[config.mk]
export PLATFORM = sky130hd
export DESIGN_NAME = instruction_fetch_unit
export DESIGN_NICKNAME = d
export VERILOG_FILES = /design/src/rtl/instruction_fetch_unit.sv
export SDC_FILE = /design/constraint.sdc
export NUM_CORES = 1
export LEC_CHECK = 0
export ABC_AREA = 1
export ABC_CLOCK_PERIOD_IN_PS = 1900
export BUFFER_PORTS_ARGS = -buffer_cell sky130_fd_sc_hd__buf_4
export CORE_MARGIN = 1.5
export CORE_UTILIZATION = 45
export CTS_CLUSTER_DIAMETER = 100
export DETAILED_ROUTE_END_ITERATION = 6
export GPL_TIMING_DRIVEN = 0
export PLACE_DENSITY = 0.71
export SYNTH_ARGS = -nofsm -noshare
export SYNTH_HDL_FRONTEND = slang
export SYNTH_SLANG_ARGS = --single-unit
[constraint.sdc]
create_clock -name i_clk -period 1.9 [get_ports i_clk]
set_clock_uncertainty 0.05 [all_clocks]
set_input_delay 0.095 -clock i_clk [delete_from_list [all_inputs] [get_ports i_clk]]
set_output_delay 0.095 -clock i_clk [all_outputs]
set_load 0.02 [all_outputs]
[src/rtl/instruction_fetch_unit.sv]
// instruction_fetch_unit
//   Fetch stage in front of instruction_memory. It owns the PC, drives the
//   memory address combinationally and captures the returned word into the
//   IF/ID register. Unconditional jumps are pre-decoded here with no bubble.
//   A jump whose target is its own address freezes fetch (halt).
//
// Ports
//   i_clk              rising-edge clock
//   i_rst_n            synchronous active-low reset
//   i_stall            hold PC and IF/ID this cycle
//   i_redirect_valid   downstream branch/flush, overrides stall and halt
//   i_redirect_pc      target PC for a redirect
//   o_imem_addr        memory address, always equal to the current PC
//   i_imem_instr       instruction returned for o_imem_addr, same cycle
//   o_if_pc            PC of the instruction held in IF/ID
//   o_if_instr         instruction held in IF/ID
//   o_if_valid         IF/ID holds a real instruction (0 = bubble)
//   o_halted           self-jump fetched, fetch frozen
//   o_fetch_count      instructions captured with valid=1, saturating
//
// state   | meaning
// ST_RUN  | normal fetch; stall and pre-decode active
// ST_HALT | self-jump seen; PC frozen, bubbles issued until redirect/reset

module instruction_fetch_unit #(
  parameter logic [15:0] RESET_PC    = 16'h0000,
  parameter logic [5:0]  JUMP_OPCODE = 6'b010100,
  parameter int          COUNT_W     = 32
) (
  input  logic               i_clk,
  input  logic               i_rst_n,
  input  logic               i_stall,
  input  logic               i_redirect_valid,
  input  logic [15:0]        i_redirect_pc,
  output logic [15:0]        o_imem_addr,
  input  logic [31:0]        i_imem_instr,
  output logic [15:0]        o_if_pc,
  output logic [31:0]        o_if_instr,
  output logic               o_if_valid,
  output logic               o_halted,
  output logic [COUNT_W-1:0] o_fetch_count
);

  typedef enum logic {
    ST_RUN  = 1'b0,
    ST_HALT = 1'b1
  } state_t;

  state_t               r_state;
  logic [15:0]          r_pc;
  logic [15:0]          r_if_pc;
  logic [31:0]          r_if_instr;
  logic                 r_if_valid;
  logic [COUNT_W-1:0]   r_fetch_count;

  state_t               w_state_n;
  logic [15:0]          w_pc_n;
  logic [15:0]          w_if_pc_n;
  logic [31:0]          w_if_instr_n;
  logic                 w_if_valid_n;
  logic [COUNT_W-1:0]   w_fetch_count_n;

  logic                 w_is_jump;
  logic                 w_self_jump;
  logic                 w_count_max;

  assign w_is_jump   = (i_imem_instr[31:26] == JUMP_OPCODE);
  assign w_self_jump = w_is_jump && (i_imem_instr[15:0] == r_pc);
  assign w_count_max = &r_fetch_count;

  always_ff @(posedge i_clk) begin
    if (!i_rst_n) begin
      r_state       <= ST_RUN;
      r_pc          <= RESET_PC;
      r_if_pc       <= 16'h0000;
      r_if_instr    <= 32'h0000_0000;
      r_if_valid    <= 1'b0;
      r_fetch_count <= '0;
    end else begin
      r_state       <= w_state_n;
      r_pc          <= w_pc_n;
      r_if_pc       <= w_if_pc_n;
      r_if_instr    <= w_if_instr_n;
      r_if_valid    <= w_if_valid_n;
      r_fetch_count <= w_fetch_count_n;
    end
  end

  always_comb begin
    w_state_n       = r_state;
    w_pc_n          = r_pc;
    w_if_pc_n       = r_if_pc;
    w_if_instr_n    = r_if_instr;
    w_if_valid_n    = r_if_valid;
    w_fetch_count_n = r_fetch_count;

    if (i_redirect_valid) begin
      // wrong-path word becomes a bubble; IF/ID payload is left as it was
      w_state_n    = ST_RUN;
      w_pc_n       = i_redirect_pc;
      w_if_valid_n = 1'b0;
    end else if (r_state == ST_HALT) begin
      w_if_valid_n = 1'b0;
    end else if (!i_stall) begin
      w_if_pc_n    = r_pc;
      w_if_instr_n = i_imem_instr;
      w_if_valid_n = 1'b1;
      if (!w_count_max) begin
        w_fetch_count_n = r_fetch_count + 1'b1;
      end
      if (w_self_jump) begin
        // the self-jump itself is delivered once, then fetch freezes
        w_state_n = ST_HALT;
        w_pc_n    = r_pc;
      end else if (w_is_jump) begin
        w_pc_n = i_imem_instr[15:0];
      end else begin
        w_pc_n = r_pc + 16'd1;
      end
    end
  end

  assign o_imem_addr   = r_pc;
  assign o_if_pc       = r_if_pc;
  assign o_if_instr    = r_if_instr;
  assign o_if_valid    = r_if_valid;
  assign o_halted      = (r_state == ST_HALT);
  assign o_fetch_count = r_fetch_count;

endmodule

# Word level (Yosys, flattened, before mapping)
# Index checks and enable logic that the tools add are counted.
# word_totals
register_bits	98
output_inout_bits	98
mem_count	0
rom_bits	0
mem_bits_rw	0
latchBits	0
wordCells	33
# classes
n_mux	8
n_reduce_logical	7
n_addsub	2
n_div	0
n_lt_le_gt_ge	0
shift	0
eq_ne	5
multipliers	0
bitwise	5
# op_table
operator	count
$mux W16	5
$add A32 B1 Y32 const B	1
$reduce_and A32 Y1	1
$add A16 B1 Y16 const B	1
$eq A16 B16 Y1	1
$eq A6 B5 Y1 const B	1
$reduce_and A3 Y1	2
$not A1 Y1	5
$ne A2 B2 Y1 const B	2
$reduce_and A4 Y1	1
$mux W1	3
$reduce_or A3 Y1	1
$ne A2 B1 Y1 const B	1
$reduce_or A2 Y1	1
$logic_and A1 B1 Y1	1

# Longest topological paths before layout
# Gate-level depths: netlist (run 1).
# logic_depth
depth_word	6
ltp_mapped	12

# Worst setup path before layout (run 1)
# OpenSTA, ideal clock, no wires.
# synth_path
path_kind	flip-flop to flip-flop
startpoint	register r_fetch_count[1] (netlist: o_fetch_count[1])
endpoint	register r_fetch_count[19] (netlist: o_fetch_count[19])
path_buffers	1
path_stages_with_launch	12
arrival_time_ps	1720
setup_ps	128
slack_ps	3
t_required_ps	1722
cell_sequence	dfxtp_1 -> ha_1 -> inv_1 -> nor2_4 -> nand2_2 -> nor3_4 -> a21oi_1 -> buf_2 -> nand2_1 -> nand2_1 -> nand2_1 -> nor2_1
# synth_via
elab_chain_cells	3
word_cells_on_any_way	4
classes_between	1 x add/sub; 1 x bitwise; 2 x reduce/logical
# synth_rtl
item	line_no	source
start, declared	54	logic [COUNT_W-1:0] r_fetch_count;
start signal, assigned	85	r_fetch_count <= w_fetch_count_n;
branches (longest 3 deep; another with $add A32 B1 Y32)	n/a	
# Parallel ways; which one is timed is not known.
# A chain may end at the register's enable or synchronous reset.

# Worst setup path in the final report (run 1)
# layout_path
startpoint	register r_fetch_count[0] (netlist: o_fetch_count[0])
endpoint	register r_fetch_count[17] (netlist: o_fetch_count[17])
# Same word-level chain as after synthesis.

==> metrics.txt, run 1 <==
synth top area cells=dfxtp_1 37%, nand2_1 18%, nor2_1 8.9%; r2r setup slk=110 ps; maximum vdd drop=349 µV; worst-margin pin slew=609 ps; Synth top cells by count=245 x nand2_1, 125 x nor2_1, 98 x dfxtp_1; HP Start=i_imem_instr[7]; core area=11,400 µm²; first-pass GRT wire length=27.2 mm; CTS Root Cell=clkbuf_16; Cells after Synth=834; Hold Path Sink=o_if_instr[7]; detailed-route DRC error count=0; WHS Path Cells=3; synthesized cell area=5250 µm²; Fin Setup TNS=0 ps; min Tclk post-route=1790 ps; Fin. Hold Viols=0; #FFs+latches synth=98; via/cell ratio=5.15; final WL=17.5 mm; fraction of registers with async set/reset=0; number of global-route vias before repair=5,357; Synth warnings=0; slew margin rel.=0.594; Iter 0 DRT Violations=490; Starting Density=0.460; Non-Filler Instances=1,176; Die Area=12,300 µm²; max_cap viols=0; clk slew on worst S/H paths=70 ps; P_leak=3.33 nW; post-placement cell count=1,126; EDFF count, synth=0; drt pass-1 iters=5; Net Count, Synth=888; layout cell share with drive strength beyond 1=0.235; # port buffers=149; dominant synthesized flop cell=dfxtp_1; Setup Crit Path Kind=reg2reg; Distinct cells, synth=31; hold crit path type=in2reg; post-DP HPWL=12.9 mm; Overflow after GRT=0; num rows=39; Req. time, crit path=2070 ps; Worst setup SP type=register; wire per inst=14.9 µm; Diodes inserted=0; top-count cell post-synth=nand2_1; Max FO, Critical Path=10; PwrDens=671 nW/µm²; top-area cell type share of the netlist area=0.373; Nets=1,082; FF-to-FF path depth=11; Synth area leader=dfxtp_1; H-tree Lvls=3; sequential-to-total area share from yosys stat=0.373; CTS tree=built; die height=111 µm; CTS buffer count=9; deepest clock path buffer count=2; Final GP Congestion=0.959; RR Startpoint=o_fetch_count[0]; largest net degree at the start of global routing=16; Die Wd=111 µm; RSZ-0062 raised after global routing=true; crit share post-route=0.943; clock latency on the worst-skew pair=350 ps; Routed Antenna Nets=0; vias=6,053; Top-Level Pins=150; initial antenna violation count=0; status=complete, no violations; synthesized area per cell=6.30 µm²; final setup fails=0; critical path capture point type=register; clock tree sinks=98; fin. max-slew vios=0; area delta synth->final=39.2%; Max Clk Rate=0.558 GHz; FF-to-FF End=o_fetch_count[17]; Global Route Usage Sum=0.276; CP Data Arrival Time=1960 ps
==> layout make-up <==
cell class / instances / area (µm²)
fill: 1092 / 4110
multi-input combinational: 634 / 2960
sequential: 98 / 2010
timing repair buffer: 183 / 1440
clock buffer: 12 / 246
inverter: 65 / 244
buffer: 37 / 206
tap: 143 / 179
clock inverter: 4 / 27.5
==> power breakdown <==
| group | internal, W | switching [W] |
|---|---|---|
| registers | 0.00215 | 0.0000916 |
| clock network | 0.000924 | 0.000831 |
| logic | 0.000381 | 0.000527 |
==> routing by layer <==
metal / vias up / GRT usage / wire length (µm)
met3: 34 / 0.0399 / 1050
met5: - / 0 / 0
li1: 3067 / - / -
met1: 2722 / 0.348 / 7460
met2: 230 / 0.464 / 8470
met4: 0 / 0.136 / 558
==> worst max-delay path, cell delays in order (launching register included) <==
cell	delay [ps]
dfxtp_4	380
ha_4	150
inv_1	60
nor2_4	130
nand2_4	90
nor3_4	240
a21oi_1	150
clkbuf_4	210
nand2_1	70
nand2_1	40
nand2_1	50
nor2_1	30
==> flip-flops by register name, summed over array words and instances (netlist names) <==
name	flops
o_fetch_count	32
o_if_instr	32
o_if_pc	16
o_imem_addr	16
o_halted	1
o_if_valid	1
==> what timing repair did <==
| action | 4_1_cts | 5_1_grt |
|---|---|---|
| hold buffers | 26 | 0 |
| setup buffers | 1 | 7 |
| pin swaps | 1 | 6 |
| resized for setup | 16 | 62 |
| hold endpoints to repair | 26 | 0 |
| setup endpoints to repair | 64 | 78 |
==> through the flow <==
stage | util | instance area [µm²] | hold slack [ps] | power, W | setup WS [ps]
after floorplan | - | 5250 | 193 | 0.00273 | 2.71
after global placement | 0.574 | 6550 | 300 | 0.00311 | -198
after detailed placement | 0.574 | 6550 | 305 | 0.00311 | -206
after CTS | 0.624 | 7130 | 0.204 | 0.00489 | -22.9
after global routing | 0.640 | 7310 | 27.9 | 0.00508 | -10.2
final | 0.640 | 7310 | 7.62 | 0.00491 | 109
==> logic make-up after synthesis <==
logic type | count (synthesis) | synth area share
AOI/OAI and AO/OA | 167 | 0.162
and+or+nand+nor | 445 | 0.349
DFF | 98 | 0.373
buffers and inverters | 102 | 0.0776
xor gates and xnor gates | 20 | 0.0333
adders and majority gates | 2 | 0.00476
==> placed cells by master, fill, tap and decap left out, types with 7 or more instances in the layout <==
cell type / n
nand2_1: 243
buf_4: 159
nor2_1: 119
a21oi_1: 87
o21ai_0: 72
dfxtp_1: 71
inv_1: 63
nand3_1: 40
dlygate4sd3_1: 26
dfxtp_2: 21
xor2_1: 18
clkbuf_1: 17
nand4_1: 10
clkbuf_16: 9
clkbuf_2: 7
==> how the worst max path moves through the flow <==
stage                          start                end  cells past startpoint
floorplan           o_fetch_count[1]  o_fetch_count[19]                     11
global placement    o_fetch_count[0]  o_fetch_count[14]                      9
detailed placement  o_fetch_count[0]  o_fetch_count[31]                      9
CTS                   o_imem_addr[3]     o_imem_addr[7]                     12
global route        o_fetch_count[9]  o_fetch_count[17]                     10
finish              o_fetch_count[0]  o_fetch_count[17]                     11
Note: power is estimated with default switching activity, not from simulation.
==> inputs of run 2 (changes only) <==
Settings changed: CORE_MARGIN 1.5 to not set, CORE_UTILIZATION 45 to 38, PLACE_DENSITY 0.71 to not set.
==> run 2 against run 1 <==
  * Utilization fell by 8.6 points
  * First-iteration DRC count shrank 22%
  * Wire length grew 2.8%
==> metrics.txt, run 2 (synthesis results as in run 1) <==
die height=120 µm (+7.7%); CTS Root Cell=clkbuf_16; Hold Path Sink=o_imem_addr[13]; PwrDens=661 nW/µm² (-1.4%); number of global-route vias before repair=5,502 (+2.7%); Die Wd=120 µm (+7.7%); Critical Path, Cell by Cell=dlygate4sd3_1 > buf_4 > nor2_2 > nand2_1 > nor2_2 > nand2_1 > nor2_1 > nand3_1 > nand2_2 > buf_8 > nand3_1 > nand2_1 > nor2_1; CP Data Arrival Time=2000 ps (+40 ps); via/cell ratio=4.95 (-3.9%); Routed Antenna Nets=0 (unchanged); Diodes inserted=0 (unchanged); slew margin rel.=0.591 (-0.00259); Max FO, Critical Path=10 (unchanged); clk slew on worst S/H paths=70 ps (about the same); core area=13,300 µm² (+17%); DP Worst Slack=-248 ps (-41.9 ps); r2r setup slk=120 ps (about the same); maximum vdd drop=576 µV (+65%); worst-margin pin slew=613 ps (+3.89 ps); P_leak=3.35 nW (+0.48%); post-DP HPWL=13.7 mm (+5.8%); status=complete, no violations; FF-to-FF End=o_imem_addr[0]; deepest clock path buffer count=2 (unchanged); post-placement cell count=1,159 (+2.9%); CTS buffer count=9 (unchanged); area delta synth->final=40.8%; Critical Path Max Stage Delay=550 ps (+170 ps); hold crit path type=in2reg; num rows=42 (+7.7%); Fin Setup TNS=0 ps (unchanged); Overflow after GRT=0 (unchanged); Worst setup SP type=primary input; WHS Path Cells=5 (+2); Non-Filler Instances=1,211 (+3.0%); CP top delay family=simple AND/OR/NAND/NOR gates; CTS tree=built; clock latency on the worst-skew pair=350 ps (about the same); critical path capture point type=register; most frequent cells in the layout=243 x nand2_1, 156 x buf_4, 118 x nor2_1; min Tclk post-route=1810 ps (+15.8 ps); RR Startpoint=o_imem_addr[7]; Setup Crit Path Kind=in2reg; crit share post-route=0.951 (+0.00833); Die Area=14,300 µm² (+16%); final WL=18.0 mm (+2.8%); detailed-route DRC error count=0 (unchanged); Starting Density=0.394 (-0.0665); Nets=1,084 (+0.18%); final setup fails=0 (unchanged); vias=5,993 (-0.99%); Final GP Congestion=0.949 (-1.1%); largest net degree at the start of global routing=18 (+2); fin. max-slew vios=0 (unchanged); clock tree sinks=98 (unchanged); first-pass GRT wire length=28.3 mm (+4.2%); initial antenna violation count=0 (unchanged); wire per inst=14.9 µm (-0.13%); layout cell share with drive strength beyond 1=0.238 (+0.00244); # port buffers=149 (unchanged); H-tree Lvls=3 (unchanged); Max Clk Rate=0.553 GHz (-0.88%); max_cap viols=0 (unchanged); HP Start=i_redirect_pc[13]; Final WS setup=92.7 ps (-15.8 ps); Req. time, crit path=2090 ps (+20 ps); Global Route Usage Sum=0.256 (-0.0208); Iter 0 DRT Violations=384 (-22%); CP Buf/Inv Count=3 (+1); FF-to-FF path depth=10 (-1); Slowest-stage cell, CP=dlygate4sd3_1; drt pass-1 iters=4 (-1); Top-Level Pins=150 (unchanged); most frequent CP cell=nand2_1; Fin. Hold Viols=0 (unchanged); most common cell after layout, fill and taps aside=nand2_1
[run 2: cell types whose count changed in the layout (fill, tap and decap cells not counted), moves of 2 or more]
cell           delta
buf_4             -3
clkbuf_2          -2
dfxtp_2           +5
dlygate4sd3_1     +3
nand3_1           +2
inv_6             +3
nand3_2           -2
dfxtp_1           -4
[run 2: cell type report]
cell class,instances,area (µm²)
Buffer,37,213
Inverter,65,244
Fill cell,1366,5950
Tap cell,176,220
Clock buffer,10,229
Sequential cell,98,2010
Clock inverter,6,50.0
Timing Repair Buffer,185,1470
Multi-Input combinational cell,634,2950
[run 2: power breakdown]
group / internal (W) / leakage (nW) / switching, W / total (W)
registers: 0.00215 / 0.818 / 0.0000908 / 0.00224
logic: 0.000386 / 2.40 / 0.000524 / 0.000911
clock network: 0.000905 / 0.130 / 0.000833 / 0.00174
total: 0.00344 / 3.35 / 0.00145 / 0.00489
[run 2: how the worst max path moves through the flow]
stage                                 from           endpoint  slack [ps]  cells after the start
after detailed placement  o_fetch_count[0]  o_fetch_count[29]        -250                      9
after floorplan           o_fetch_count[1]  o_fetch_count[19]           3                     11
after CTS                   o_imem_addr[2]     o_imem_addr[0]          -4                     12
after global placement    o_fetch_count[0]  o_fetch_count[29]        -250                      9
after global routing      o_fetch_count[7]  o_fetch_count[25]         -20                      9
final                     i_imem_instr[26]     o_imem_addr[0]          90                     13
[run 2: layer usage]
metal	wire length [µm]	up-vias	track usage	part of all wire
li1	-	3067	-	-
met1	7720	2702	0.314	0.43
met2	8890	193	0.445	0.49
met3	981	31	0.0480	0.054
met4	444	0	0.0867	0.025
met5	0	-	0	0
[run 2: worst min-delay path: cells and delay by family]
kind | cells | cell delay [ps]
simple gates | 3 | 170
buf+inv | 1 | 70
compound gates | 1 | 40
[run 2: through the flow]
| step | area [µm²] | utilization | hold WS [ps] | power (W) |
|---|---|---|---|---|
| finish | 7400 | 0.554 | 11.2 | 0.00489 |
| global route | 7400 | 0.554 | 21.3 | 0.00514 |
| CTS | 7230 | 0.542 | 0.111 | 0.00494 |
| detailed placement | 6590 | 0.494 | 311 | 0.00312 |
| global placement | 6590 | 0.494 | 300 | 0.00313 |
| floorplan | 5250 | - | 193 | 0.00273 |
[run 2: what timing repair did]
action,in CTS,in global routing
gates resized for setup,16,64
hold endpoints to repair,29,0
setup endpoints to repair,55,77
buffers inserted,3,4
hold buffers,29,0
pin swaps,2,4
==> inputs of run 3 (changes only) <==
--- a/config.mk
+++ b/config.mk
@@ -8,5 +8,5 @@
 export ABC_AREA = 1
 export ABC_CLOCK_PERIOD_IN_PS = 1900
-export BUFFER_PORTS_ARGS = -buffer_cell sky130_fd_sc_hd__buf_4
+export BUFFER_PORTS_ARGS = -buffer_cell sky130_fd_sc_hd__buf_2
 export CORE_UTILIZATION = 38
 export CTS_CLUSTER_DIAMETER = 100
--- a/constraint.sdc
+++ b/constraint.sdc
@@ -3,3 +3,3 @@
 set_input_delay 0.095 -clock i_clk [delete_from_list [all_inputs] [get_ports i_clk]]
 set_output_delay 0.095 -clock i_clk [all_outputs]
-set_load 0.02 [all_outputs]
+set_load 0.05 [all_outputs]
==> run 3 against run 2 <==
  * Global-route usage decreased by 0.27 points
  * Sequential cell count unchanged
  * Register-to-register slack about the same
  * Non-clock buffer count decreased by 7
  * Largest cell class unchanged
  * Highest routed layer unchanged
==> metrics.txt, run 3 (synthesis results as in run 1) <==
status=complete, no violations; Reg power frac=0.432 (-0.027); max_cap viols=0 (unchanged); r2r setup slk=130 ps (about the same); final WL=17.7 mm (-2.0%); Non-Filler Instances=1,205 (-0.50%); design area=6960 µm² (-5.9%); worst-margin pin slew=602 ps (-11.1 ps); Starting Density=0.394 (unchanged); min Tclk post-route=1780 ps (-31.5 ps); hold crit path type=in2reg; Clock Power Share=0.368 (+0.013); Die Wd=120 µm (unchanged); clk slew on worst S/H paths=70 ps (about the same); Routed Antenna Nets=0 (unchanged); Setup Crit Path Kind=in2reg; FF-to-FF path depth=9 (-1); vias=5,929 (-1.1%); CTS tree=built; Int Power=0.00355 W (+3.1%); num rows=42 (unchanged); NetSw=0.00163 W (+13%); detailed-route DRC error count=0 (unchanged); Nets=1,077 (-0.65%); Global Route Usage Sum=0.253 (-0.00271); Max Clk Rate=0.563 GHz (+1.8%); WHS Path Cells=3 (-2); fin. max-slew vios=0 (unchanged); Top-Level Pins=150 (unchanged); drt pass-1 iters=5 (+1); Die Area=14,300 µm² (unchanged); die height=120 µm (unchanged); Worst setup SP type=primary input; area delta synth->final=32.6%; deepest clock path buffer count=2 (unchanged); switching fraction of total power=0.315 (+0.0186); Final GP Congestion=0.909 (-4.2%); # port buffers=149 (unchanged); CTS buffer count=9 (unchanged); clock tree sinks=98 (unchanged); Iter 0 DRT Violations=355 (-7.6%); Req. time, crit path=2100 ps (about the same); H-tree Lvls=3 (unchanged); CP Data Arrival Time=1970 ps (-30 ps); Fin Setup TNS=0 ps (unchanged); filler instances=1,395 (+2.1%); Hold Path Sink=o_if_instr[3]; via/cell ratio=4.92 (-0.58%); layout cell share with drive strength beyond 1=0.236 (-0.00130); post-placement cell count=1,159 (unchanged); HP Start=i_imem_instr[3]; FF-to-FF End=o_fetch_count[10]; dpl cell area=6250 µm² (-5.3%); PwrDens=744 nW/µm² (+12%); RR Startpoint=o_fetch_count[11]; largest net degree at the start of global routing=16 (-2); P_leak=3.29 nW (-1.9%); clock latency on the worst-skew pair=350 ps (about the same); Max FO, Critical Path=10 (unchanged); core area=13,300 µm² (unchanged); post-DP HPWL=13.4 mm (-2.0%); crit share post-route=0.935 (-0.0166); Overflow after GRT=0 (unchanged); post-layout util=0.522 (-0.0324); most frequent cells in the layout=243 x nand2_1, 152 x buf_2, 120 x nor2_1; wire per inst=14.7 µm (-1.5%); maximum vdd drop=475 µV (-18%); first-pass GRT wire length=28.3 mm (about the same); initial antenna violation count=1 (+1); overall power=0.00518 W (+5.8%); Fin. Hold Viols=0 (unchanged); number of global-route vias before repair=5,638 (+2.5%); RSZ-0062 raised after global routing=true; critical path capture point type=register; Logic pwr share=0.200 (+0.014); slew margin rel.=0.599 (+0.00737); CTS Root Cell=clkbuf_16; most common cell after layout, fill and taps aside=nand2_1; final setup fails=0 (unchanged)
-- run 3: layout make-up --
cell class              instances  area [µm²]  share of cell area
diodes                          1        2.50            0.000359
flip-flops and latches         98        2010               0.289
well taps                     176         220              0.0316
clock inverters                 4        48.8             0.00701
multi-input cells             634        2950               0.423
clock buffers                  12         258              0.0370
repair buffers                178        1020               0.147
inverters                      65         244              0.0350
plain buffers                  37         206              0.0296
-- run 3: power groups by stage --
stage                     registers (W)  clock network, W  logic, W
after global routing            0.00225           0.00204   0.00112
after global placement          0.00228                 0  0.000973
after floorplan                 0.00261                 0  0.000350
after detailed placement        0.00228                 0  0.000975
final                           0.00224           0.00190   0.00104
after CTS                       0.00223           0.00194   0.00102
-- run 3: how the worst max path moves through the flow --
| stage | from | to | cells past startpoint |
|---|---|---|---|
| after floorplan | o_imem_addr[0] | o_imem_addr[8] | 10 |
| after global placement | o_fetch_count[0] | o_fetch_count[20] | 9 |
| after detailed placement | o_fetch_count[0] | o_fetch_count[29] | 9 |
| after CTS | o_imem_addr[11] | o_imem_addr[1] | 10 |
| after global routing | i_imem_instr[26] | o_imem_addr[9] | 13 |
| final | i_imem_instr[26] | o_imem_addr[6] | 13 |
-- run 3: layer usage --
metal  global-route usage  part of all wire  routed length, µm
met1                0.308              0.44               7790
met2                0.442              0.48               8540
met3               0.0485             0.049                863
met4               0.0875             0.028                490
met5                    0                 0                  0
-- run 3: worst max-delay path: stages --
cell and delay (ps):
dlygate4sd3_1 530, buf_2 120, nor2_1 130, nand2_1 70, nor2_1 140, nand2_1 70
nor2_1 130, nand3_1 130, nand2_2 160, buf_6 180, nand3_1 80, nand2_1 80
nor2_1 40
-- run 3: timing repair --
item                       in CTS  in global routing
setup endpoints to repair      56                 74
hold buffers                   24                  0
pin swaps                       2                  3
buffers inserted                3                  2
hold endpoints to repair       24                  0
gates resized for setup        10                 53
-- run 3: metrics by stage --
stage / hold slack (ps) / setup slack [ps]
5_1_grt: 11.9 / -10.5
3_5_place_dp: 303 / -232
2_1_floorplan: 193 / 1.69
4_1_cts: 0.258 / -43.0
3_3_place_gp: 297 / -208
6_report: 10.1 / 124
